## config.mk

```make
export PLATFORM = sky130hd
export DESIGN_NAME = rtmc_mchan_ctrl
export DESIGN_NICKNAME = d
export VERILOG_FILES = /design/src/rtl/rtmc_pkg.sv /design/src/rtl/rtmc_step_chan.sv /design/src/rtl/rtmc_mchan_ctrl.sv
export SDC_FILE = /design/constraint.sdc
export NUM_CORES = 1
export LEC_CHECK = 0
export CELL_PAD_IN_SITES_DETAIL_PLACEMENT = 0
export CELL_PAD_IN_SITES_GLOBAL_PLACEMENT = 1
export CORE_ASPECT_RATIO = 1.2
export CORE_UTILIZATION = 40
export CTS_CLUSTER_SIZE = 10
export DETAILED_ROUTE_END_ITERATION = 8
export PLACE_DENSITY = 0.74
export REMOVE_ABC_BUFFERS = 1
export SLEW_MARGIN = 10
export SYNTH_ARGS = -nofsm -noshare
export SYNTH_HDL_FRONTEND = slang
export SYNTH_SLANG_ARGS = --single-unit
export TNS_END_PERCENT = 30
```

## constraint.sdc

```tcl
create_clock -name clk -period 2.5 [get_ports clk]
set_input_delay 0.375 -clock clk [delete_from_list [all_inputs] [get_ports clk]]
set_output_delay 0.375 -clock clk [all_outputs]
set_load 0.02 [all_outputs]
```

## src/rtl/rtmc_pkg.sv

```systemverilog
// Shared definitions for the multi-channel stepper controller: register map,
// CTRL layout, coil phase table and phase-index stepping.
package rtmc_pkg;

    localparam logic [1:0] REG_CTRL   = 2'd0;
    localparam logic [1:0] REG_PERIOD = 2'd1;
    localparam logic [1:0] REG_COUNT  = 2'd2;
    localparam logic [1:0] REG_STATUS = 2'd3;

    localparam logic [7:0] ADDR_POS  = 8'hFE;
    localparam logic [7:0] ADDR_GPIO = 8'hFF;

    localparam int CTRL_DIR  = 0;
    localparam int CTRL_HALF = 1;
    localparam int CTRL_OE   = 2;
    localparam int CTRL_HOLD = 3;

    typedef struct packed {
        logic hold;
        logic oe;
        logic half;
        logic dir;
    } ctrl_t;

    // Index 0 is the rightmost entry: 1000,1100,0100,0110,0010,0011,0001,1001
    localparam logic [7:0][3:0] PHASE_TAB = {
        4'b1001, 4'b0001, 4'b0011, 4'b0010,
        4'b0110, 4'b0100, 4'b1100, 4'b1000
    };

    function automatic logic [2:0] next_idx(input logic [2:0] idx,
                                            input logic dir,
                                            input logic half);
        logic [2:0] d;
        d = half ? 3'd1 : 3'd2;
        return dir ? idx - d : idx + d;
    endfunction

endpackage

```

## src/rtl/rtmc_step_chan.sv

```systemverilog
// One motor channel: step timer, remaining-step count, signed position,
// phase index and busy/done/estop status.
module rtmc_step_chan
    import rtmc_pkg::*;
#(
    parameter int DATA_W = 16
) (
    input  logic              clk,
    input  logic              rst,
    input  logic              wr_ctrl,
    input  logic              wr_period,
    input  logic              wr_count,
    input  logic              wr_status,
    input  logic              rd_status,
    input  logic [DATA_W-1:0] wdat,
    input  logic              estop_evt,
    output ctrl_t             ctrl,
    output logic [DATA_W-1:0] period,
    output logic [DATA_W-1:0] remaining,
    output logic [DATA_W-1:0] position,
    output logic [DATA_W-1:0] status,
    output logic              done,
    output logic [3:0]        mc,
    output logic [3:0]        mc_oe
);

    logic [DATA_W-1:0] timer;
    logic [DATA_W-1:0] reload;
    logic [2:0]        idx;
    logic [2:0]        idx_mv;
    logic              busy;
    logic              estop;
    logic              step;
    logic              move;

    // PERIOD of 0 behaves like 1, so the reload value saturates at 0
    assign reload = (period == '0) ? '0 : period - DATA_W'(1);
    assign step   = busy && (timer == '0);
    assign move   = step && !estop_evt;
    assign idx_mv = move ? next_idx(idx, ctrl.dir, ctrl.half) : idx;

    always_ff @(posedge clk) begin
        if (rst) begin
            ctrl      <= '0;
            period    <= '0;
            remaining <= '0;
            position  <= '0;
            timer     <= '0;
            idx       <= '0;
            busy      <= 1'b0;
            done      <= 1'b0;
            estop     <= 1'b0;
        end else begin
            // Clears come first so a same-cycle set event is never lost
            if (rd_status) begin
                done  <= 1'b0;
                estop <= 1'b0;
            end

            if (estop_evt) begin
                remaining <= '0;
                busy      <= 1'b0;
                estop     <= 1'b1;
            end else if (wr_count) begin
                remaining <= wdat;
                busy      <= (wdat != '0);
                timer     <= reload;
            end else if (step) begin
                remaining <= remaining - DATA_W'(1);
                timer     <= reload;
                if (remaining == DATA_W'(1)) begin
                    busy <= 1'b0;
                    done <= 1'b1;
                end
            end else if (busy) begin
                timer <= timer - DATA_W'(1);
            end

            idx <= (wr_ctrl && !wdat[CTRL_HALF]) ? {idx_mv[2:1], 1'b0} : idx_mv;

            if (wr_status)
                position <= '0;
            else if (move)
                position <= ctrl.dir ? position - DATA_W'(1) : position + DATA_W'(1);

            if (wr_ctrl) begin
                ctrl.dir  <= wdat[CTRL_DIR];
                ctrl.half <= wdat[CTRL_HALF];
                ctrl.oe   <= wdat[CTRL_OE];
                ctrl.hold <= wdat[CTRL_HOLD];
            end
            if (wr_period)
                period <= wdat;
        end
    end

    assign status = DATA_W'({idx, 2'b00, estop, done, busy});
    assign mc     = (busy || ctrl.hold) ? PHASE_TAB[idx] : 4'b0000;
    assign mc_oe  = {4{ctrl.oe}};

endmodule

```

## src/rtl/rtmc_mchan_ctrl.sv

```systemverilog
// Multi-channel stepper controller: register decode, read mux, ack,
// gpi synchroniser with e-stop edge detect, and NCH step-engine channels.
module rtmc_mchan_ctrl
    import rtmc_pkg::*;
#(
    parameter int ADDR_W = 8,
    parameter int DATA_W = 16,
    parameter int NCH    = 2,
    parameter int PH_W   = 4
) (
    input  logic                clk,
    input  logic                rst,
    input  logic [ADDR_W-1:0]   reg_addr,
    input  logic [DATA_W-1:0]   reg_wdat,
    input  logic                reg_wr,
    input  logic                reg_rd,
    output logic [DATA_W-1:0]   reg_rdat,
    output logic                reg_ack,
    input  logic [3:0]          gpi,
    output logic [3:0]          gpo,
    output logic [NCH*PH_W-1:0] mc,
    output logic [NCH*PH_W-1:0] mc_oe,
    output logic                irq
);

    logic [3:0]                   gpi_s1;
    logic [3:0]                   gpi_s2;
    logic                         estop_prev;
    logic                         estop_evt;
    logic [NCH-1:0][DATA_W-1:0]   ch_ctrl;
    logic [NCH-1:0][DATA_W-1:0]   ch_period;
    logic [NCH-1:0][DATA_W-1:0]   ch_rem;
    logic [NCH-1:0][DATA_W-1:0]   ch_pos;
    logic [NCH-1:0][DATA_W-1:0]   ch_status;
    logic [NCH-1:0]               ch_done;
    logic [ADDR_W-3:0]            ch_sel;
    logic [1:0]                   reg_off;
    logic                         rd_only;
    logic [DATA_W-1:0]            rd_mux;

    assign ch_sel    = reg_addr[ADDR_W-1:2];
    assign reg_off   = reg_addr[1:0];
    // A simultaneous write wins: no read side effects, rdat returns 0
    assign rd_only   = reg_rd && !reg_wr;
    assign estop_evt = gpi_s2[0] && !estop_prev;

    for (genvar c = 0; c < NCH; c++) begin : g_ch
        logic  hit;
        ctrl_t ctrl;

        assign hit = (ch_sel == (ADDR_W-2)'(c));

        rtmc_step_chan #(.DATA_W(DATA_W)) u_chan (
            .clk       (clk),
            .rst       (rst),
            .wr_ctrl   (reg_wr && hit && (reg_off == REG_CTRL)),
            .wr_period (reg_wr && hit && (reg_off == REG_PERIOD)),
            .wr_count  (reg_wr && hit && (reg_off == REG_COUNT)),
            .wr_status (reg_wr && hit && (reg_off == REG_STATUS)),
            .rd_status (rd_only && hit && (reg_off == REG_STATUS)),
            .wdat      (reg_wdat),
            .estop_evt (estop_evt),
            .ctrl      (ctrl),
            .period    (ch_period[c]),
            .remaining (ch_rem[c]),
            .position  (ch_pos[c]),
            .status    (ch_status[c]),
            .done      (ch_done[c]),
            .mc        (mc[c*PH_W +: PH_W]),
            .mc_oe     (mc_oe[c*PH_W +: PH_W])
        );

        assign ch_ctrl[c] = DATA_W'(ctrl);
    end

    always_comb begin
        rd_mux = '0;
        if (reg_addr == ADDR_W'(ADDR_GPIO)) begin
            rd_mux = DATA_W'({gpo, gpi_s2});
        end else if (reg_addr == ADDR_W'(ADDR_POS)) begin
            rd_mux = ch_pos[0];
        end else begin
            for (int c = 0; c < NCH; c++) begin
                if (ch_sel == (ADDR_W-2)'(c)) begin
                    case (reg_off)
                        REG_CTRL:   rd_mux = ch_ctrl[c];
                        REG_PERIOD: rd_mux = ch_period[c];
                        REG_COUNT:  rd_mux = ch_rem[c];
                        default:    rd_mux = ch_status[c];
                    endcase
                end
            end
        end
    end

    always_ff @(posedge clk) begin
        if (rst) begin
            reg_ack    <= 1'b0;
            reg_rdat   <= '0;
            gpo        <= '0;
            gpi_s1     <= '0;
            gpi_s2     <= '0;
            estop_prev <= 1'b0;
        end else begin
            gpi_s1     <= gpi;
            gpi_s2     <= gpi_s1;
            estop_prev <= gpi_s2[0];
            reg_ack    <= reg_wr || reg_rd;
            reg_rdat   <= rd_only ? rd_mux : '0;
            if (reg_wr && (reg_addr == ADDR_W'(ADDR_GPIO)))
                gpo <= reg_wdat[3:0];
        end
    end

    assign irq = |ch_done;

endmodule

```

======== Word-level counts from Yosys, hierarchy flattened ========
Memories as Yosys holds them, arrays and structs flattened.
Cells that the tools add are included.
cells by class
  shift-type cells ........................ 0
  order comparisons ....................... 2
  bitwise gates (word level) .............. 2
  multiply operators ...................... 0
  eq/ne operators ......................... 8
  add/subtract/negate cells ............... 12
  divide/modulo/power cells ............... 0
  reduce and logical (&&, ||, !) cells .... 55
  multiplexer cells ....................... 49
operators with widths
  kind                   number
  $mux 16                16
  $sub 16x1->16 const B  7
  $pmux 16 s3            2
  $logic_not 16->1       4
  $eq 16x1->1 const B    2
  $logic_and 1x1->1      22
  $mux 1                 20
  $add 16x1->16 const B  1
  $eq 8x8->1 const B     2
  $mux 4                 4
  $reduce_bool 16->1     1
  $mux 3                 4
  $reduce_bool 2->1      6
  $reduce_or 2->1        6
  $lt 3x4->1 const B     2
  $mux 8                 1
  $reduce_and 2->1       4
  $add 3x3->3            2
  $eq 6x1->1 const B     1
  $logic_not 6->1        1
  $reduce_bool 3->1      2
  $sub 3x3->3            2
  $eq 2x2->1 const B     2
  $logic_not 1->1        4
  6 further kinds        10
word-level totals
  logic and storage cells ................. 162
  memories kept ........................... 2
  output and inout bits ................... 38
  bits of input ports ..................... 32
  latch bits .............................. 0
  memory bits (writable) .................. 0
  flip-flop bits (word level) ............. 162
  bits in read-only memories .............. 64
memory list
  name             depth  width  read ports  clocked after Yosys merged registers in  wr ports  RTL line              source
  (no name shown)  8      4      1           0                                        0         rtmc_step_chan.sv:98  assign mc = (busy || ctrl.hold) ? PHASE_TAB[idx] : 4'b0000;
  (no name shown)  8      4      1           0                                        0         rtmc_step_chan.sv:98

======== Depth between registers and ports, before layout ========
Gate-level depths: netlist of run 1.
  word-level depth ........................ 9
  depth in mapped cells ................... 11

======== Modules after synthesis ========
A second synthesis of run 1 with hierarchy kept.
unflattened totals
  cell total of the unflattened synthesis .. 1370
  area, all modules ....................... 11217.0 µm²
modules (own cells, without submodules)
  module                           cells an instance  area an instance (µm²)  sequential area each (µm²)  instances
  rtmc_step_chan (g_ch[1].u_chan)  574                4596.9                  1481.4                      1
  rtmc_step_chan (g_ch[0].u_chan)  578                4580.6                  1481.4                      1
  rtmc_mchan_ctrl                  218                2039.5                  600.6                       1

======== Worst setup path before layout of run 1 ========
No wires, ideal clock.
  kind .................................... register -> register
  start point ............................. register, netlist name g_ch[0].u_chan.ctrl[0]
  end point ............................... register g_ch[0].u_chan.position[15]
  clock period less this slack ............ 2.651 ns
  arrival ................................. 2.581 ns
  library setup time ...................... 0.070 ns
  required time ........................... 2.430 ns
  path buffers ............................ 0
  stages on the path, launching flop included .. 9
  setup slack ............................. -0.151 ns
  cells stage by stage .................... dfxtp_1 > ha_1 > o211a_1 > a2111oi_2 > o41ai_1 > a211oi_1 > xnor2_1 > or3_1 > a21oi_1
on the way
  cells in the longest elaborated chain, start to end .. 1
ends and longest elaborated chain
  what                  RTL line              source
  $mux 16               rtmc_step_chan.sv:84  position <= ctrl.dir ? position - DATA_W'(1) : position + DATA_W'(1);
  to (signal assigned)  rtmc_step_chan.sv:84
  to (decl)             rtmc_step_chan.sv:20  output logic [DATA_W-1:0] position,
No other way between the ends.
A chain may end at the register's enable or synchronous reset.

======== Worst setup path after layout of run 1 ========
  start point ............................. register, netlist name g_ch[0].u_chan.ctrl[0]
  end point ............................... register g_ch[0].u_chan.position[15]
on the way
  cells in the longest elaborated chain, start to end .. 1
ends and longest elaborated chain
  what     RTL line
  $mux 16  rtmc_step_chan.sv:84
No other way between the ends.

==> load_flow_metrics.sql, run 1 <==
INSERT INTO impl_metrics (metric_group, metric, value, unit) VALUES
('status', 'outcome', 'finished with violations', ''),
('status', 'violations_in_the_final_reports', 'setup timing', ''),
('floorplanning', 'core_region', '23130', 'sq um'),
('yosys', 'synth.most_common_cell', 'dfxtp_1', ''),
('cts', 'clock_tree.buffer_depth', '2', ''),
('floorplanning', 'die-width', '141.9', 'microns'),
('yosys', 'synth-seq-area-share', '34.55', '%'),
('yosys', 'ys_top_cells_by_count', '162 x dfxtp_1, 145 x nor2_1, 107 x a21oi_1, 91 x nand2_1, 74 x o21ai_0', ''),
('yosys', 'yosysWarningCount', '0', ''),
('cts', 'cts-htree-levels', '4', ''),
('timing', 'final.min_clock_period', '2.530', 'ns'),
('drt', 'initialDrtViolationCount', '623', ''),
('global_route', 'global_route_total_usage_across_every_layer', '25.77', '%'),
('floorplanning', 'dieHeight', '169.8', 'microns'),
('global_route', 'grt_first_pass_wirelength', '47620', 'microns'),
('drt', 'vias', '9049', ''),
('cells_and_area', 'multi_input_gate_area_in_the_final_layout', '5734', 'sq um'),
('pwr', 'irDropWorstVdd', '0.3578', 'mV'),
('critical_path', 'regToRegSetupSlack', '-0.03', 'ns'),
('cts', 'insertion_delay', '0.43', 'ns'),
('timing', 'rsz0062_at_grt', 'true', ''),
('cts', 'root_buffer', 'clkbuf_16', ''),
('cells_and_area', 'drive_gt1_share', '17.14', '%'),
('drt', 'route.detailed.drc', '0', ''),
('timing', 'tightestPinTransition', '0.6912', 'ns'),
('floorplanning', 'row_cnt', '61', ''),
('cells_and_area', 'area_growth_syn_to_layout', '27.63', '%'),
('cts', 'numCtsBuffers', '17', ''),
('critical_path', 'crit_path_max_fanout', '7', ''),
('timing', 'layout_setup_ws', '-0.03000', 'ns'),
('critical_path', 'arrival', '2.90', 'ns'),
('critical_path', 'crit_path_launch', 'g_ch[0].u_chan.ctrl[0]$_SDFFE_PP0N_', ''),
('cts', 'cts.sinks', '162', ''),
('drt', 'dr.pass1.iters', '5', ''),
('yosys', 'synthesis.instances', '1166', ''),
('timing', 'final_hold_viol_count', '0', ''),
('critical_path', 'crit_end', 'g_ch[0].u_chan.position[15]$_SDFFE_PP0P_', ''),
('cts', 'clk_pin_slew_worst_paths', '0.07', 'ns'),
('critical_path', 'startpoint_type', 'register', ''),
('critical_path', 'worst_r2r_path_depth', '8', ''),
('timing', 'max_slew_margin', '53.92', '%'),
('timing', 'fin_skew', '0.008911', 'ns'),
('timing', 'fin_crit_sh', '101.2', '%'),
('yosys', 'avgSynthCellArea', '8.051', 'sq um'),
('placement', 'hpwlAfterDp', '22600', 'microns'),
('cts', 'cts_hold_buf', '0', ''),
('floorplanning', 'initial_core_utilization', '40.59', '%'),
('yosys', 'synth_top_cells_by_area', 'dfxtp_1 35%, nor2_1 5.8%, a21oi_1 5.7%', ''),
('yosys', 'async_reset_ff_share', '0', '%'),
('yosys', 'netlist_area', '9388', 'sq um'),
('yosys', 'ys_flop_type', 'dfxtp_1', ''),
('cells_and_area', 'final_design_area_no_fill', '11980', 'sq um'),
('critical_path', 'r2r_start', 'g_ch[0].u_chan.ctrl[0]$_SDFFE_PP0N_', ''),
('min_path', 'timing.hold.worst.class', 'input port to register', ''),
('global_route', 'grt_pass1_vias', '8745', ''),
('critical_path', 'critPathKind', 'register to register', ''),
('pwr', 'finalPower', '0.005754', 'W'),
('pwr', 'power.density_cell_area', '480.2', 'nW/um^2'),
('cells_and_area', 'final_net_count', '1385', ''),
('critical_path', 'crit-reg2reg-capture', 'g_ch[0].u_chan.position[15]$_SDFFE_PP0P_', ''),
('yosys', 'distinct_cell_type_count_of_the_synthesized_netlist', '75', ''),
('timing', 'max_freq', '395.3', 'MHz'),
('timing', 'finalSetupViolations', '1', ''),
('placement', 'portBuffers', '69', ''),
('floorplanning', 'floorplan.die_area', '24090', 'sq um'),
('drt', 'route.detailed.wl_per_inst', '18.19', 'microns'),
('yosys', 'number_of_enable_type_register_cells_in_the_synthesized_netlist', '0', ''),
('placement', 'placed_area', '11310', 'sq um'),
('cts', 'tritoncts', 'done', ''),
('pwr', 'leakage', '4.762', 'nW'),
('global_route', 'grt_start_max_net_pins', '67', '');
==> layer usage <==
metal / GRT usage (%) / share of wire (%)
met3: 3.095 / 3.7
met4: 9.070 / 2.8
met1: 32.75 / 45
met2: 44.78 / 49
met5: 0 / 0
==> critical path, cell delays in order, from the launching register on <==
cell and delay [ns]:
dfxtp_4 0.37, ha_1 0.29, a211o_1 0.31, a2111oi_4 0.45, o41ai_2 0.22, a211oi_2 0.28, xnor2_1 0.11, or3_1 0.32
a21oi_1 0.12
==> how the worst min path moves through the flow <==
| stage | from | end | slack [ns] | depth (start not counted) |
|---|---|---|---|---|
| 5_1_grt | rst | g_ch[1].u_chan.period[2]$_SDFFE_PP0P_ | 0.39 | 2 |
| 3_5_place_dp | gpi_s1[2]$_SDFF_PP0_ | gpi_s2[2]$_SDFF_PP0_ | 0.42 | 1 |
| 3_3_place_gp | gpi_s1[2]$_SDFF_PP0_ | gpi_s2[2]$_SDFF_PP0_ | 0.42 | 1 |
| 2_1_floorplan | gpi_s1[0]$_SDFF_PP0_ | gpi_s2[0]$_SDFF_PP0_ | 0.41 | 1 |
| 4_1_cts | rst | gpo[0]$_SDFFE_PP0P_ | 0.37 | 2 |
| 6_report | rst | gpo[0]$_SDFFE_PP0P_ | 0.39 | 2 |
==> sequential cells by signal (all words and copies together), names as in the netlist <==
signal and flops:
reg_ack 1, g_ch.u_chan.period 32, reg_rdat 16, g_ch.u_chan.ctrl 8
g_ch.u_chan.busy 2, g_ch.u_chan.remaining 32, estop_prev 1, g_ch.u_chan.position 16
g_ch.u_chan.estop 2, gpo 4, g_ch.u_chan.timer 32, gpi_s1 4
gpi_s2 4, g_ch.u_chan.done 2, g_ch.u_chan.idx 6
==> per-stage QoR <==
stage	hold WS (ns)	utilization (%)	TNS [ns]	worst slack, ns	cells
final	0.3850	51.81	-0.03000	-0.03000	1651
after floorplan	0.4138	-	-5.436	-0.3623	1088
after detailed placement	0.4247	48.89	-10.42	-0.2655	1621
after global placement	0.4228	48.89	-12.05	-0.3341	1621
after global routing	0.3896	51.81	-0.1865	-0.1565	1651
after CTS	0.3705	51.66	-0.09443	-0.09443	1652
==> timing repair <==
action,in CTS,in global routing
endpoints found under the setup margin,9,29
pin swaps,0,6
gates resized for setup,4,10
==> cells by family after synthesis <==
kind of cell	Yosys count	synth area share [%]
buf+inv	111	4.985
mux	64	7.744
fa+ha+maj	29	4.105
compound gates	309	19.94
flops	162	34.55
xor+xnor	58	5.411
simple gates	433	23.27
==> where the power goes <==
part           switching (W)  internal (W)
Clock                0.00113       0.00167
Combinational       0.000200      0.000147
Sequential        0.00000896       0.00259
Total                0.00134       0.00441
==> cells in the final DEF, fill, tap and decap left out, types with 21 or more instances in the layout <==
master and n:
nor2b_1 22, xnor2_1 38, a21oi_1 107, o21ai_0 74
mux2i_1 49, nor4_1 21, inv_1 33, nand2_1 91
a22oi_1 35, ha_1 26, nor2_1 143, dfxtp_1 160
buf_4 143, o22ai_1 22, clkdlybuf4s50_1 68, nor3_1 49
==> area by class of cell <==
type                            instances  share of cell area, %
Clock buffer                           19                  3.613
Clock inverter                         12                  1.525
Inverter                               33                  1.034
Multi-Input combinational cell        893                  47.86
Sequential cell                       162                  27.11
Tap cell                              315                  3.289
Timing Repair Buffer                  217                  15.57
Note: power is estimated with default switching activity, not from simulation.
==> run 2: changes to the inputs <==
- CORE_UTILIZATION: 40 -> 44
- DONT_BUFFER_PORTS: default -> 1
- HOLD_SLACK_MARGIN: default -> 0.1
- PLACE_DENSITY: 0.74 -> 0.75
==> load_flow_metrics.sql, run 2 (synthesis results as in run 1) <==
INSERT INTO impl_metrics (metric_group, metric, value, unit) VALUES
('status', 'outcome', 'complete, no violations', ''),
('cts', 'cts-htree-levels', '4', ''),
('critical_path', 'critPathKind', 'register to register', ''),
('pwr', 'power.density_cell_area', '504.4', 'nW/um^2'),
('cells_and_area', 'multi_input_gate_area_in_the_final_layout', '5749', 'sq um'),
('drt', 'postRouteWirelength', '29200', 'microns'),
('global_route', 'grt_pass1_vias', '8371', ''),
('timing', 'finalSetupViolations', '0', ''),
('timing', 'max_freq', '403.9', 'MHz'),
('critical_path', 'arrival', '2.84', 'ns'),
('cts', 'numCtsBuffers', '17', ''),
('floorplanning', 'floorplan.die_area', '21930', 'sq um'),
('drt', 'dr.pass1.iters', '5', ''),
('drt', 'route.detailed.drc', '0', ''),
('drt', 'initialDrtViolationCount', '627', ''),
('drt', 'vias', '8804', ''),
('drt', 'drtAntennaViolNets', '0', ''),
('cts', 'tritoncts', 'done', ''),
('global_route', 'number_of_antenna_violations_at_the_first_check_in_global_routing', '0', ''),
('floorplanning', 'dieHeight', '162.0', 'microns'),
('global_route', 'gr-usage-met3', '4.151', '%'),
('cells_and_area', 'drive_gt1_share', '14.13', '%'),
('pwr', 'power_frac_comb', '4.3', '%'),
('global_route', 'grt-ovfl-total', '0', ''),
('critical_path', 'timing.critical_path.cells', 'ha_2, a211o_1, a2111oi_4, buf_4, o41ai_1, a211oi_1, xnor2_1, or3_1, a21oi_1', ''),
('timing', 'rsz0062_at_grt', 'true', ''),
('drt', 'route.detailed.wl_per_inst', '19.45', 'microns'),
('cts', 'cts.sinks', '162', ''),
('pwr', 'power.share.sequential', '46.9', '%'),
('critical_path', 'critical_path.slowest_cell', 'a2111oi_4', ''),
('pwr', 'leakage', '4.283', 'nW'),
('pwr', 'total_switching_power', '0.001360', 'W'),
('global_route', 'global_route_total_usage_across_every_layer', '27.48', '%'),
('floorplanning', 'initial_core_utilization', '44.76', '%'),
('critical_path', 'critical-path-max-stage-delay', '0.38', 'ns'),
('cells_and_area', 'antenna_cells', '0', ''),
('cts', 'insertion_delay', '0.43', 'ns'),
('cells_and_area', 'final_net_count', '1279', ''),
('cells_and_area', 'area_growth_syn_to_layout', '17.25', '%'),
('floorplanning', 'die-width', '135.3', 'microns'),
('timing', 'fin_crit_sh', '99.04', '%'),
('cells_and_area', 'fillers', '2004', ''),
('global_route', 'globalRouteMet2Util', '47.30', '%'),
('cts', 'root_buffer', 'clkbuf_16', ''),
('critical_path', 'crit_path_end_kind', 'register', ''),
('critical_path', 'crit_path_max_fanout', '5', ''),
('cells_and_area', 'layout_commonest_cell', 'dfxtp_1', ''),
('min_path', 'timing.hold.worst.class', 'input port to register', ''),
('cells_and_area', 'final_cell_mix', '160 x dfxtp_1, 143 x nor2_1, 106 x a21oi_1, 90 x nand2_1, 84 x buf_4', ''),
('timing', 'max_slew_margin', '55.38', '%'),
('global_route', 'grt_start_max_net_pins', '96', ''),
('placement', 'portBuffers', '0', ''),
('critical_path', 'crit_required', '2.86', 'ns'),
('timing', 'slew_viol_final', '0', ''),
('flow_run', 'max_cap_violations', '0', ''),
('timing', 'tightestPinTransition', '0.6649', 'ns'),
('critical_path', 'startpoint_type', 'register', ''),
('global_route', 'globalRouteMet1Util', '35.50', '%'),
('floorplanning', 'core_region', '20970', 'sq um'),
('timing', 'layout_setup_ws', '0.02402', 'ns'),
('cts', 'clock_tree.buffer_depth', '2', ''),
('global_route', 'grt_first_pass_wirelength', '46460', 'microns'),
('pwr', 'clock_power_share', '48.8', '%'),
('cells_and_area', 'sequential_cell_area', '3248', 'sq um'),
('timing', 'final.min_clock_period', '2.476', 'ns'),
('pwr', 'p_int', '0.004193', 'W'),
('timing', 'fin_worst_hold_slack', '0.1040', 'ns'),
('drt', 'drt-vias-per-instance', '5.865', ''),
('floorplanning', 'row_cnt', '58', ''),
('placement', 'dp_slack', '0.001715', 'ns'),
('placement', 'hpwlAfterDp', '20570', 'microns'),
('global_route', 'top_usage_layer', 'met2', ''),
('cts', 'clk_pin_slew_worst_paths', '0.08', 'ns'),
('pwr', 'switching_share', '24.49', '%'),
('placement', 'weighted_congestion_reported_at_the_end_of_routability_driven_placement', '0.8660', ''),
('timing', 'final_hold_viol_count', '0', ''),
('timing', 'fin_skew', '0.01225', 'ns'),
('floorplanning', 'top_level_port_count', '70', ''),
('cells_and_area', 'layout_top_registers', 'g_ch.u_chan.period x32, g_ch.u_chan.remaining x32, g_ch.u_chan.timer x32', ''),
('pwr', 'irDropWorstVdd', '0.4556', 'mV');
## run 2: cell count changes in the layout (fill, tap and decap cells not counted), sizes merged
cell           before  now
buf               149   89
dlygate4sd3         0   22
bufinv              4    2
inv                34   40
clkbuf             19   17
clkdlybuf4s50      68    0
clkinv              4    3
## run 2: power groups by stage
stage	clock [W]	combinational (W)	sequential, W
2_1_floorplan	0	0.000113	0.00266
3_3_place_gp	0	0.000167	0.00266
3_5_place_dp	0	0.000166	0.00266
4_1_cts	0.00273	0.000239	0.00260
5_1_grt	0.00286	0.000261	0.00260
6_report	0.00271	0.000241	0.00260
## run 2: critical path: cells and delay by family, from the launching register on
family                     cells  cell delay [ns]
adders and majority gates      1             0.20
and+or+nand+nor                1             0.31
DFF                            1             0.37
buffers and inverters          1             0.17
AOI/OAI and AO/OA              5             1.22
xor gates and xnor gates       1             0.13
## run 2: worst paths after layout
check                                      startpoint                                       end  slack (ns)  depth (start not counted)
setup / recovery  g_ch[0].u_chan.ctrl[0]$_SDFFE_PP0N_  g_ch[0].u_chan.position[15]$_SDFFE_PP0P_        0.02                          9
hold / removal                            reg_wdat[5]     g_ch[0].u_chan.period[5]$_SDFFE_PP0P_        0.10                          2
setup reg to reg  g_ch[0].u_chan.ctrl[0]$_SDFFE_PP0N_  g_ch[0].u_chan.position[15]$_SDFFE_PP0P_        0.02                          9
hold reg to reg                  gpi_s1[1]$_SDFF_PP0_                      gpi_s2[1]$_SDFF_PP0_        0.44                          1
## run 2: cell type report
cell class | instances | area share (%)
multi-input cells | 893 | 52.23
flip-flops and latches | 162 | 29.51
repair buffers | 111 | 8.628
clock buffers | 17 | 3.865
well taps | 270 | 3.069
clock inverters | 15 | 1.569
inverters | 33 | 1.125
## run 2: repair_timing
action	CTS	global route
resized for setup	2	15
hold endpoints to repair	97	0
setup endpoints to repair	3	26
hold buffers	23	0
buffers inserted	0	2
cloned	0	0
pin swaps	0	6
## run 2: per-stage QoR
step           total power (W)  instances  utilization (%)  setup TNS, ns  area [sq um]
4_1_cts               0.005574       1499            52.04              0         10910
5_1_grt               0.005722       1501            52.48       -0.07148         11010
6_report              0.005552       1501            52.48              0         11010
3_5_place_dp          0.002829       1444            47.99              0         10060
3_3_place_gp          0.002829       1444            47.99              0         10060
2_1_floorplan         0.002774       1088                -         -5.436          9044
## run 2: metal layers
layer | part of all wire [%] | wire length, microns
met4 | 2.0 | 575
met5 | 0 | 0
met2 | 50 | 14480
met3 | 5.0 | 1474
met1 | 43 | 12670
==> run 3: changes to the inputs <==
- CORE_MARGIN: default -> 2
- HOLD_SLACK_MARGIN: 0.1 -> 0.05
- SLEW_MARGIN: 10 -> 20
==> load_flow_metrics.sql, run 3 (synthesis results as in run 1) <==
INSERT INTO impl_metrics (metric_group, metric, value, unit) VALUES
('status', 'outcome', 'complete, no violations', ''),
('cells_and_area', 'final_net_count', '1257', ''),
('drt', 'vias', '8574', ''),
('timing', 'fin_skew', '0.01178', 'ns'),
('global_route', 'grt-ovfl-total', '0', ''),
('pwr', 'leakage', '4.216', 'nW'),
('critical_path', 'arrival', '2.81', 'ns'),
('min_path', 'timing.hold.worst.class', 'input port to register', ''),
('global_route', 'grt_pass1_vias', '8293', ''),
('critical_path', 'critical-path-max-stage-delay', '0.35', 'ns'),
('cts', 'post_cts.repair.setup_buffers', '0', ''),
('timing', 'max_slew_margin', '52.72', '%'),
('timing', 'max_freq', '410.7', 'MHz'),
('flow_run', 'max_cap_violations', '0', ''),
('floorplanning', 'top_level_port_count', '70', ''),
('critical_path', 'startpoint_type', 'register', ''),
('critical_path', 'crit_path_launch', 'g_ch[0].u_chan.ctrl[0]$_SDFFE_PP0N_', ''),
('critical_path', 'critical_path.slowest_cell', 'dfxtp_2', ''),
('placement', 'weighted_congestion_reported_at_the_end_of_routability_driven_placement', '0.8795', ''),
('cells_and_area', 'area_growth_syn_to_layout', '15.05', '%'),
('cts', 'root_buffer', 'clkbuf_16', ''),
('placement', 'placed_cells', '1445', ''),
('global_route', 'grt_start_max_net_pins', '89', ''),
('cts', 'clk_pin_slew_worst_paths', '0.07', 'ns'),
('floorplanning', 'floorplan.die_area', '22530', 'sq um'),
('drt', 'drtAntennaViolNets', '0', ''),
('global_route', 'number_of_antenna_violations_at_the_first_check_in_global_routing', '1', ''),
('critical_path', 'crit_required', '2.87', 'ns'),
('cells_and_area', 'antenna_cells', '0', ''),
('timing', 'tightestPinTransition', '0.7044', 'ns'),
('cells_and_area', 'final_design_area_no_fill', '10800', 'sq um'),
('cells_and_area', 'fillers', '2040', ''),
('timing', 'fin_crit_sh', '97.39', '%'),
('timing', 'setup_total_negative_slack', '0', 'ns'),
('cells_and_area', 'layout_commonest_cell', 'dfxtp_1', ''),
('cts', 'numCtsBuffers', '17', ''),
('timing', 'finalSetupViolations', '0', ''),
('placement', 'hpwlAfterDp', '20860', 'microns'),
('drt', 'drt-vias-per-instance', '5.797', ''),
('critical_path', 'crit_path_end_kind', 'register', ''),
('floorplanning', 'initial_core_utilization', '44.76', '%'),
('floorplanning', 'dieHeight', '164.0', 'microns'),
('timing', 'rsz0062_at_grt', 'true', ''),
('cells_and_area', 'final-instance-count-excl-fill', '1479', ''),
('cts', 'tritoncts', 'done', ''),
('cts', 'clock_tree.buffer_depth', '2', ''),
('timing', 'final.min_clock_period', '2.435', 'ns'),
('critical_path', 'cp_top_family', 'compound AO/OA/AOI/OAI gates', ''),
('cts', 'cts.sinks', '162', ''),
('cells_and_area', 'final_cell_mix', '161 x dfxtp_1, 143 x nor2_1, 107 x a21oi_1, 91 x nand2_1, 84 x buf_4', ''),
('timing', 'fin_worst_hold_slack', '0.06623', 'ns'),
('drt', 'initialDrtViolationCount', '534', ''),
('cts', 'cts-htree-levels', '4', ''),
('floorplanning', 'row_cnt', '58', ''),
('critical_path', 'r2r_start', 'g_ch[0].u_chan.ctrl[0]$_SDFFE_PP0N_', ''),
('drt', 'dr.pass1.iters', '5', ''),
('drt', 'postRouteWirelength', '28590', 'microns'),
('placement', 'portBuffers', '0', ''),
('timing', 'slew_viol_final', '0', ''),
('placement', 'placed_area', '10060', 'sq um'),
('cells_and_area', 'layout_top_registers', 'g_ch.u_chan.period x32, g_ch.u_chan.remaining x32, g_ch.u_chan.timer x32', ''),
('critical_path', 'critPathKind', 'register to register', ''),
('critical_path', 'critPathBufInv', '0', ''),
('drt', 'route.detailed.wl_per_inst', '19.33', 'microns'),
('cells_and_area', 'drive_gt1_share', '13.98', '%'),
('floorplanning', 'core_region', '20970', 'sq um'),
('global_route', 'global_route_total_usage_across_every_layer', '26.69', '%'),
('cts', 'insertion_delay', '0.44', 'ns'),
('drt', 'route.detailed.drc', '0', ''),
('timing', 'final_hold_viol_count', '0', ''),
('pwr', 'irDropWorstVdd', '0.4527', 'mV'),
('global_route', 'grt_first_pass_wirelength', '46210', 'microns'),
('floorplanning', 'die-width', '137.3', 'microns'),
('min_path', 'hold_start', 'reg_rd', ''),
('pwr', 'power.density_cell_area', '526.8', 'nW/um^2'),
('critical_path', 'crit_path_max_fanout', '5', ''),
('critical_path', 'timing.critical_path.cells', 'ha_1, a211o_1, a2111oi_4, o41ai_1, a211oi_1, xnor2_1, or3_1, a21oi_1', '');
-- run 3: report_power, final --
| part | internal, W | leakage, nW | switching (W) | total, W |
|---|---|---|---|---|
| logic | 0.0000756 | 2.60 | 0.000126 | 0.000202 |
| clock network | 0.00170 | 0.308 | 0.00118 | 0.00289 |
| registers | 0.00259 | 1.31 | 0.00000949 | 0.00260 |
-- run 3: stage by stage --
stage / utilization [%] / setup WS [ns] / total power [W]
6_report: 51.50 / 0.06516 / 0.005690
5_1_grt: 51.50 / -0.05613 / 0.005866
4_1_cts: 51.27 / -0.002635 / 0.005728
3_5_place_dp: 47.97 / -0.04196 / 0.002828
3_3_place_gp: 47.97 / 0.04535 / 0.002827
2_1_floorplan: - / -0.3623 / 0.002774
-- run 3: path summary, 6_finish.rpt --
path | slack [ns] | cells past startpoint | endpoint
worst max-delay path | 0.07 | 8 | g_ch[0].u_chan.position[15]$_SDFFE_PP0P_
worst min-delay path | 0.07 | 2 | reg_ack$_SDFF_PP0_
worst max register to register | 0.07 | 8 | g_ch[0].u_chan.position[15]$_SDFFE_PP0P_
worst min register to register | 0.44 | 1 | gpi_s2[3]$_SDFF_PP0_
-- run 3: routing by layer --
metal	routed length, microns	GRT usage [%]	vias up
met5	0	0	-
met4	723	9.278	0
met3	1403	4.969	46
met2	14280	45.93	200
met1	12190	33.20	4067
li1	-	-	4261
-- run 3: worst register-to-register path, delay by kind of cell (launching register included) --
family / cells / cell delay, ns
XOR/XNOR: 1 / 0.12
AND/OR/NAND/NOR: 1 / 0.31
AO/OA/AOI/OAI: 5 / 1.29
adder cells (fa/ha/maj): 1 / 0.30
flip-flops: 1 / 0.35
-- run 3: final cells by class --
class	instances	area (sq um)	area share, %
multi-input cells	893	5733	53.08
flip-flops and latches	162	3244	30.04
repair buffers	89	719.4	6.661
clock buffers	17	425.4	3.939
well taps	270	337.8	3.128
clock inverters	15	216.5	2.004
inverters	33	123.9	1.147
-- run 3: repair_timing --
action | in CTS | in global routing
pin swaps | 1 | 1
hold endpoints to repair | 88 | 0
setup endpoints to repair | 3 | 26
resized for setup | 2 | 10
hold buffers | 2 | 0
